## src/rtl/dg0045_pkg.sv

```systemverilog
// Shared types and constants for the DG0045 machine-cycle sequencer.
package dg0045_pkg;

    typedef enum logic [1:0] {
        WARMUP = 2'd0,
        RUN    = 2'd1,
        HALTED = 2'd2,
        STEP   = 2'd3
    } seq_state_t;

    localparam int unsigned MCYCLE_LEN = 8;

    localparam logic [2:0] PH_F1_LO = 3'd2;
    localparam logic [2:0] PH_F1_HI = 3'd3;
    localparam logic [2:0] PH_F2_LO = 3'd6;
    localparam logic [2:0] PH_F2_HI = 3'd7;
    localparam logic [2:0] PH_LAST  = 3'(MCYCLE_LEN - 1);

    function automatic logic in_window(input logic [2:0] ph, input logic [2:0] lo,
                                       input logic [2:0] hi);
        return (ph >= lo) && (ph <= hi);
    endfunction

endpackage

```

## src/rtl/dg0045_phase_gen.sv

```systemverilog
// Phase counter with registered F1/F2 strobes and machine-cycle boundary flag.
module dg0045_phase_gen
    import dg0045_pkg::*;
(
    input  logic       clk_in,
    input  logic       RESET,
    input  logic       i_cnt_en,
    input  logic       i_strobe_en,
    output logic [2:0] o_phase,
    output logic       o_f1,
    output logic       o_f2,
    output logic       o_bnd
);

    logic [2:0] r_phase;
    logic       r_f1;
    logic       r_f2;
    logic [2:0] w_phase_nxt;

    // Strobes are decoded from the phase being loaded so they leave a flop edge-aligned.
    assign w_phase_nxt = i_cnt_en ? (r_phase + 3'd1) : 3'd0;
    assign o_bnd       = i_cnt_en && (r_phase == PH_LAST);

    always_ff @(posedge clk_in or negedge RESET) begin
        if (!RESET) begin
            r_phase <= 3'd0;
            r_f1    <= 1'b0;
            r_f2    <= 1'b0;
        end else begin
            r_phase <= w_phase_nxt;
            r_f1    <= i_strobe_en && in_window(w_phase_nxt, PH_F1_LO, PH_F1_HI);
            r_f2    <= i_strobe_en && in_window(w_phase_nxt, PH_F2_LO, PH_F2_HI);
        end
    end

    assign o_phase = r_phase;
    assign o_f1    = r_f1;
    assign o_f2    = r_f2;

endmodule

```

## src/rtl/dg0045_cycle_sequencer.sv

```systemverilog
// Run/halt/single-step machine-cycle sequencer for the DG0045 core.
// Optional PC breakpoint is built only when DG0045_BREAKPOINT_EN is defined.
module dg0045_cycle_sequencer
    import dg0045_pkg::*;
#(
    parameter int PC_W  = 10,
    parameter int CYC_W = 16
) (
    input  logic             clk_in,
    input  logic             RESET,
    input  logic             run_req,
    input  logic             halt_req,
    input  logic             step_req,
    input  logic [PC_W-1:0]  pc,
    input  logic [PC_W-1:0]  bp_addr,
    input  logic             bp_valid,
    output logic             F1,
    output logic             F2,
    output logic [2:0]       phase,
    output logic             halted,
    output logic             halt_ack,
    output logic             step_done,
    output logic             bp_hit,
    output logic [CYC_W-1:0] cycle_cnt
);
    // state  | meaning
    // WARMUP | one machine cycle after reset with F1/F2 suppressed
    // RUN    | free-running; halt_req / breakpoint checked at each boundary
    // HALTED | phase held at 0; waiting for run_req or step_req
    // STEP   | exactly one machine cycle, then back to HALTED

    seq_state_t       r_state;
    logic             r_halted;
    logic             r_halt_ack;
    logic             r_step_done;
    logic             r_bp_hit;
    logic [CYC_W-1:0] r_cycle_cnt;

    logic             w_cnt_en;
    logic             w_strobe_en;
    logic             w_bnd;
    logic             w_bp_match;

`ifdef DG0045_BREAKPOINT_EN
    assign w_bp_match = bp_valid && (pc == bp_addr);
`else
    logic w_unused_bp;
    assign w_unused_bp = ^{pc, bp_addr, bp_valid};
    assign w_bp_match  = 1'b0;
`endif

    assign w_cnt_en    = (r_state != HALTED);
    assign w_strobe_en = (r_state == RUN) || (r_state == STEP);

    dg0045_phase_gen u_phase_gen (
        .clk_in      (clk_in),
        .RESET       (RESET),
        .i_cnt_en    (w_cnt_en),
        .i_strobe_en (w_strobe_en),
        .o_phase     (phase),
        .o_f1        (F1),
        .o_f2        (F2),
        .o_bnd       (w_bnd)
    );

    always_ff @(posedge clk_in or negedge RESET) begin
        if (!RESET) begin
            r_state     <= WARMUP;
            r_halted    <= 1'b0;
            r_halt_ack  <= 1'b0;
            r_step_done <= 1'b0;
            r_bp_hit    <= 1'b0;
            r_cycle_cnt <= '0;
        end else begin
            r_halt_ack  <= 1'b0;
            r_step_done <= 1'b0;
            case (r_state)
                WARMUP: begin
                    if (w_bnd) r_state <= RUN;
                end
                RUN: begin
                    if (w_bnd) begin
                        r_cycle_cnt <= r_cycle_cnt + CYC_W'(1);
                        if (halt_req) begin
                            r_state    <= HALTED;
                            r_halted   <= 1'b1;
                            r_halt_ack <= 1'b1;
                        end else if (w_bp_match) begin
                            r_state    <= HALTED;
                            r_halted   <= 1'b1;
                            r_halt_ack <= 1'b1;
                            r_bp_hit   <= 1'b1;
                        end
                    end
                end
                HALTED: begin
                    // halt_req wins over run_req while both levels are high
                    if (halt_req) begin
                        r_state <= HALTED;
                    end else if (run_req) begin
                        r_state  <= RUN;
                        r_halted <= 1'b0;
                        r_bp_hit <= 1'b0;
                    end else if (step_req) begin
                        r_state  <= STEP;
                        r_halted <= 1'b0;
                    end
                end
                STEP: begin
                    if (w_bnd) begin
                        r_cycle_cnt <= r_cycle_cnt + CYC_W'(1);
                        r_state     <= HALTED;
                        r_halted    <= 1'b1;
                        r_step_done <= 1'b1;
                    end
                end
                default: r_state <= WARMUP;
            endcase
        end
    end

    assign halted    = r_halted;
    assign halt_ack  = r_halt_ack;
    assign step_done = r_step_done;
    assign bp_hit    = r_bp_hit;
    assign cycle_cnt = r_cycle_cnt;

endmodule
```

## config.mk

```make
export PLATFORM = sky130hd
export DESIGN_NAME = dg0045_cycle_sequencer
export DESIGN_NICKNAME = d
export VERILOG_FILES = /design/src/rtl/dg0045_pkg.sv /design/src/rtl/dg0045_phase_gen.sv /design/src/rtl/dg0045_cycle_sequencer.sv
export SDC_FILE = /design/constraint.sdc
export NUM_CORES = 1
export LEC_CHECK = 0
export ABC_CLOCK_PERIOD_IN_PS = 3100
export BUFFER_PORTS_ARGS = -buffer_cell sky130_fd_sc_hd__buf_2
export CORE_ASPECT_RATIO = 0.75
export CORE_MARGIN = 2
export CORE_UTILIZATION = 47
export CTS_CLUSTER_DIAMETER = 40
export DETAILED_ROUTE_END_ITERATION = 7
export GPL_ROUTABILITY_DRIVEN = 0
export PLACE_DENSITY = 0.9
export SLEW_MARGIN = 20
export SYNTH_ARGS = -nofsm -noshare
export SYNTH_HDL_FRONTEND = slang
export SYNTH_HIERARCHICAL = 1
export SYNTH_SLANG_ARGS = --single-unit
```

## constraint.sdc

```tcl
create_clock -name clk_in -period 3.1 [get_ports clk_in]
set_clock_uncertainty 0.2 [all_clocks]
set_input_delay 0.31 -clock clk_in [delete_from_list [all_inputs] [get_ports clk_in]]
set_output_delay 0.31 -clock clk_in [all_outputs]
set_load 0.005 [all_outputs]
```

==> results.json, run 1 <==
{
  "status": "finished clean",
  "slew_headroom": 0.624,
  "min_path_type": "primary input to register",
  "setup.worst_path.start_class": "register",
  "grt_pass1_wl_mm": 3.02,
  "finalHoldViolCount": 0,
  "cp_cell_sequence": "nand2b_1 -> and2_1 -> nand4_2 -> nor2_2 -> nand4_1 -> xnor2_1",
  "synth_cell_types": 31,
  "core_sq_um": 2290,
  "cts_hold_buf": 1,
  "ys_ff_latch": 26,
  "vias_per_cell": 4.79,
  "clock_path_buffers": 2,
  "die_y_microns": 46.6,
  "cp.required_ns": 3.10,
  "drive_above_1_share": 0.323,
  "numClockSinks": 26,
  "tns_ns": 0,
  "antenna_found_initial": 0,
  "syn-cell-area_sq_um": 1140,
  "postCtsSetupBuffers": 0,
  "die_w_microns": 60.8,
  "htree_levels": 1,
  "max_stage_delay_ns": 0.56,
  "finalSetupViolCount": 0,
  "fillers": 200,
  "post-route-drc-count": 0,
  "n_antenna_cell": 0,
  "path_clk_slew_ns": 0.13,
  "cts_buffers": 3,
  "dp_hpwl_mm": 1.45,
  "syn_inst": 95,
  "ys_warn_count": 6,
  "cp-end-kind": "register",
  "finalNonFillerCells": 158,
  "fin_crit_sh": 0.687,
  "ys_seq_area_frac": 0.571,
  "first_pass_iters": 3,
  "cap_violations": 0,
  "period_needed_ns": 2.13,
  "grt.total_usage": 0.147,
  "ff_latch_area_sq_um": 651,
  "syn2layout_area_growth_pct": 17.5,
  "grt_pass1_vias": 695,
  "ir_drop_mv": 0.311,
  "crit_fanout": 11,
  "async_flop_share": 1.00,
  "synth_nets": 124,
  "pin_count": 51,
  "fp.dieArea_sq_um": 2840,
  "synth_edf_count": 0,
  "rsz0062_at_grt": "no",
  "grt_max_degree": 27,
  "cts_root_buf": "clkbuf_4",
  "synth-main-ff-cell": "dfrtp_1",
  "routed_wirelength_mm": 1.96,
  "cp_slowest_cell": "dfrtp_1",
  "cts_tree": "yes",
  "drv_slew": 0,
  "dr_total_vias": 757,
  "fmax_ghz": 0.470,
  "final_cell_mix": "28 x buf_2, 26 x dfrtp_1, 10 x xnor2_1",
  "overflow": 0,
  "p_leak_nw": 0.711,
  "multi_input_area_sq_um": 460,
  "avgSynthCellArea_sq_um": 12.0,
  "start_util": 0.497,
  "placedCellCount": 154,
  "port-buffer-count": 28,
  "crit_type": "register to register",
  "first_iter_violations": 18,
  "mostFrequentLayoutCell": "buf_2",
  "final_util": 0.584,
  "worst_pin_slew_ns": 0.564,
  "rows": 15,
  "crit_arrival_ns": 2.13,
  "powerDensity_nw_per_um2": 668,
  "ant_nets": 0,
  "cts_resized": 0,
  "clk-insertion-delay-late_ns": 0.30,
  "layout.nets": 155,
  "post_drt_wl_per_cell_microns": 12.4
}
## metrics by stage
step                power [mW]  cell area (sq um)  hold WS [ns]  setup slack, ns
finish                   0.893               1340        0.0877            0.971
global route             0.960               1340         0.102            0.807
CTS                      0.898               1340        0.0787            0.954
detailed placement       0.763               1310         0.136            0.985
global placement         0.738               1310         0.119             1.08
floorplan                0.660               1140        -0.186             1.31
## registers in the layout (all words and copies together), names as in the netlist
register             flops
u_phase_gen/o_f1         1
halt_ack                 1
u_phase_gen/o_f2         1
r_state                  2
halted                   1
step_done                1
cycle_cnt               16
u_phase_gen/o_phase      3
## routing by layer
layer / wire, microns / track usage
met5: 0 / 0
met4: 21 / 0.0522
met3: 42 / 0.0253
met2: 922 / 0.230
met1: 970 / 0.206
## cell families (layout without fill, tap and decap cells)
logic type,after synthesis,count (layout),share of synthesized area
other,1,1,0.00329
buffers and inverters,6,35,0.0242
adders and majority gates,3,3,0.0330
muxes,1,1,0.00989
AOI/OAI and AO/OA,8,8,0.0396
xor gates and xnor gates,15,15,0.115
DFF,26,26,0.571
and+or+nand+nor,35,35,0.203
## area by class of cell
type                            count  area share
Multi-Input combinational cell     63       0.344
Clock buffer                        3      0.0168
Inverter                            3     0.00842
Timing Repair Buffer               29       0.112
Tap cell                           34      0.0318
Sequential cell                    26       0.486
## path summary, 6_finish.rpt
path                                                  start                          endpoint  slack, ns  cells past startpoint
setup / recovery                     r_state[0]$_DFFE_PN0P_          cycle_cnt[9]$_DFFE_PN0P_       0.97                      6
max in group asynchronous                             RESET        u_phase_gen/o_f2$_DFF_PN0_       2.01                      2
setup reg to reg                     r_state[0]$_DFFE_PN0P_          cycle_cnt[9]$_DFFE_PN0P_       0.97                      6
hold reg to reg            u_phase_gen/o_phase[0]$_DFF_PN0_  u_phase_gen/o_phase[0]$_DFF_PN0_       0.27                      1
hold / removal                                     halt_req                halt_ack$_DFF_PN0_       0.09                      3
min in group asynchronous                             RESET                halted$_DFFE_PN0P_       0.32                      2
## worst max-delay path, delay by kind of cell (launching register included)
family        cells  cell delay [ns]
xor+xnor          1             0.16
flops             1             0.56
simple gates      5             1.11
## cell usage after synthesis, drive strengths merged, types with 2 or more instances
master  instances  area share
a21oi           5       0.022
and2            4       0.023
and3            3       0.021
and4            2       0.015
buf             2       0.011
dfrtp          26        0.57
ha              3       0.033
inv             3      0.0099
nand2           5       0.016
nand2b          2       0.011
nand3           6       0.031
nand4           4       0.038
nor2            6       0.029
xnor2          10       0.077
xor2            5       0.038
## where the power goes
part	leakage (nW)	internal (mW)	switching, mW	total, mW
sequential	0.346	0.411	0.0839	0.495
clock	0.0138	0.0453	0.0903	0.136
combinational	0.352	0.139	0.123	0.263
total	0.711	0.595	0.298	0.893
Power figures use the tool's default switching activity.
==> run 2: changes to the inputs <==
--- a/config.mk
+++ b/config.mk
@@ -5,15 +5,15 @@
 export SDC_FILE = /design/constraint.sdc
 export NUM_CORES = 1
 export LEC_CHECK = 0
-export ABC_CLOCK_PERIOD_IN_PS = 3100
+export ABC_CLOCK_PERIOD_IN_PS = 2180
 export BUFFER_PORTS_ARGS = -buffer_cell sky130_fd_sc_hd__buf_2
 export CORE_ASPECT_RATIO = 0.75
 export CORE_MARGIN = 2
-export CORE_UTILIZATION = 47
+export CORE_UTILIZATION = 45
 export CTS_CLUSTER_DIAMETER = 40
 export DETAILED_ROUTE_END_ITERATION = 7
 export GPL_ROUTABILITY_DRIVEN = 0
-export PLACE_DENSITY = 0.9
+export PLACE_DENSITY = 0.87
 export SLEW_MARGIN = 20
 export SYNTH_ARGS = -nofsm -noshare
 export SYNTH_HDL_FRONTEND = slang
==> constraint.sdc (replaced) <==
create_clock -name clk_in -period 2.18 [get_ports clk_in]
set_clock_uncertainty 0.2 [all_clocks]
set_input_delay 0.218 -clock clk_in [delete_from_list [all_inputs] [get_ports clk_in]]
set_output_delay 0.218 -clock clk_in [all_outputs]
set_load 0.005 [all_outputs]
==> run 2 against run 1 <==
Effect of this change: combinational power increased by 52%; register-to-register slack got worse by 0.78 ns; cell count grew 1.3%; critical endpoint unchanged.
==> results.json, run 2 (synthesized netlist as in run 1, its figures left out) <==
{
  "grt_pass1_vias": 678,
  "core_sq_um": 2350,
  "placedCellCount": 155,
  "pin_count": 51,
  "status": "finished clean",
  "ir_drop_mv": 0.509,
  "cp.depth": 7,
  "fin_crit_sh": 0.910,
  "cts_tree": "yes",
  "start_util": 0.485,
  "htree_levels": 1,
  "finalHoldViolCount": 0,
  "clock_path_buffers": 2,
  "vias_per_cell": 4.89,
  "port-buffer-count": 28,
  "first_iter_violations": 9,
  "cts_resized": 0,
  "crit_fanout": 7,
  "final_cell_mix": "28 x buf_2, 26 x dfrtp_1, 10 x xnor2_1",
  "finalNonFillerCells": 160,
  "setup.worst_path.start_class": "register",
  "max_stage_delay_ns": 0.39,
  "p_leak_nw": 0.720,
  "syn2layout_area_growth_pct": 19.0,
  "post_drt_wl_per_cell_microns": 11.6,
  "dr_total_vias": 782,
  "grt_max_degree": 27,
  "fp.dieArea_sq_um": 2950,
  "min_path_type": "primary input to register",
  "rr_startpoint": "u_phase_gen/o_phase[0]$_DFF_PN0_",
  "swShare": 0.320,
  "overflow": 0,
  "post-route-drc-count": 0,
  "final_util": 0.578,
  "worst-path-buf-inv": 0,
  "drv_slew": 0,
  "cp.required_ns": 2.18,
  "routed_wirelength_mm": 1.86,
  "path_clk_slew_ns": 0.12,
  "cp_cell_sequence": "ha_1 -> ha_1 -> and2_1 -> nand4_2 -> nor2_2 -> nand4_1 -> xnor2_1",
  "die_w_microns": 62.1,
  "rsz0062_at_grt": "no",
  "clk-insertion-delay-late_ns": 0.30,
  "cts_root_buf": "clkbuf_4",
  "dp_hpwl_mm": 1.41,
  "numClockSinks": 26,
  "p_sw_uw": 404,
  "crit_path_frequent_cell": "ha_1",
  "powerDensity_nw_per_um2": 932,
  "fmax_ghz": 0.504,
  "cp-end-kind": "register",
  "antenna_found_initial": 0,
  "grt_pass1_wl_mm": 2.99,
  "cp_slowest_cell": "dfrtp_1",
  "comb_power_share": 0.316,
  "worst_pin_slew_ns": 0.541,
  "hold_path_end": "r_state[1]$_DFFE_PN0P_",
  "power_mw": 1.26,
  "crit_type": "register to register",
  "timing.rr.end": "cycle_cnt[9]$_DFFE_PN0P_",
  "power_frac_clock": 0.149,
  "finalSetupViolCount": 0,
  "rr_worst_depth": 7,
  "p_int_uw": 859,
  "min_from": "run_req",
  "tns_ns": 0,
  "cts_buffers": 3,
  "first_pass_iters": 4,
  "die_y_microns": 47.6,
  "crit_arrival_ns": 1.99,
  "mostFrequentLayoutCell": "buf_2",
  "largest_register_ffs": 16,
  "ant_nets": 0,
  "critPathTopFamily": "simple AND/OR/NAND/NOR gates",
  "grt.total_usage": 0.144,
  "rows": 15,
  "n_antenna_cell": 0,
  "drive_above_1_share": 0.325,
  "power_frac_seq": 0.535,
  "layout.nets": 157,
  "min_path_cells": 4,
  "period_needed_ns": 1.98,
  "cap_violations": 0,
  "slew_headroom": 0.639,
  "r2r_slack_ns": 0.20
}
[run 2: per-stage QoR]
| stage | cell area [sq um] | hold slack, ns | worst slack, ns |
|---|---|---|---|
| 2_1_floorplan | 1140 | -0.278 | 0.385 |
| 3_5_place_dp | 1310 | 0.0465 | 0.203 |
| 3_3_place_gp | 1310 | 0.0325 | 0.231 |
| 6_report | 1360 | 0.0465 | 0.195 |
| 4_1_cts | 1360 | 0.0342 | 0.170 |
| 5_1_grt | 1360 | 0.0507 | 0.0595 |
[run 2: layout make-up]
cell class	instances	area, sq um
clock buffer	3	22.5
fill	191	991
inverter	3	11.3
multi-input combinational	63	460
sequential	26	651
tap	34	42.5
timing repair buffer	31	168
[run 2: routing by layer]
layer  vias up  global-route usage  wire (microns)
met5         -                   0               0
li1        381                   -               -
met4         0              0.0255               7
met3         2              0.0568             107
met1       379               0.188             875
met2        20               0.233             868
[run 2: how the worst max path moves through the flow]
stage	start	to	slack, ns
after floorplan	r_state[0]$_DFFE_PN0P_	cycle_cnt[9]$_DFFE_PN0P_	0.39
after global placement	u_phase_gen/o_phase[0]$_DFF_PN0_	cycle_cnt[9]$_DFFE_PN0P_	0.23
after detailed placement	u_phase_gen/o_phase[0]$_DFF_PN0_	cycle_cnt[9]$_DFFE_PN0P_	0.20
after CTS	u_phase_gen/o_phase[0]$_DFF_PN0_	cycle_cnt[9]$_DFFE_PN0P_	0.17
after global routing	u_phase_gen/o_phase[0]$_DFF_PN0_	cycle_cnt[15]$_DFFE_PN0P_	0.06
final	u_phase_gen/o_phase[0]$_DFF_PN0_	cycle_cnt[9]$_DFFE_PN0P_	0.20
[run 2: repair_timing]
action                                  4_1_cts  5_1_grt
buffers inserted                              0        0
hold buffers                                  2        0
endpoints found under the setup margin        0        0
hold endpoints to repair                     28        0
[run 2: worst min-delay path: stages]
cell,delay (ns)
buf_2,0.11
nand2_1,0.05
a21oi_1,0.06
nor2_1,0.08
[run 2: power by group through the flow]
| stage | Combinational (mW) | Clock (mW) | Sequential [mW] |
|---|---|---|---|
| 2_1_floorplan | 0.256 | 0 | 0.683 |
| 3_3_place_gp | 0.390 | 0 | 0.677 |
| 3_5_place_dp | 0.405 | 0 | 0.684 |
| 4_1_cts | 0.407 | 0.197 | 0.677 |
| 5_1_grt | 0.460 | 0.218 | 0.693 |
| 6_report | 0.400 | 0.188 | 0.675 |
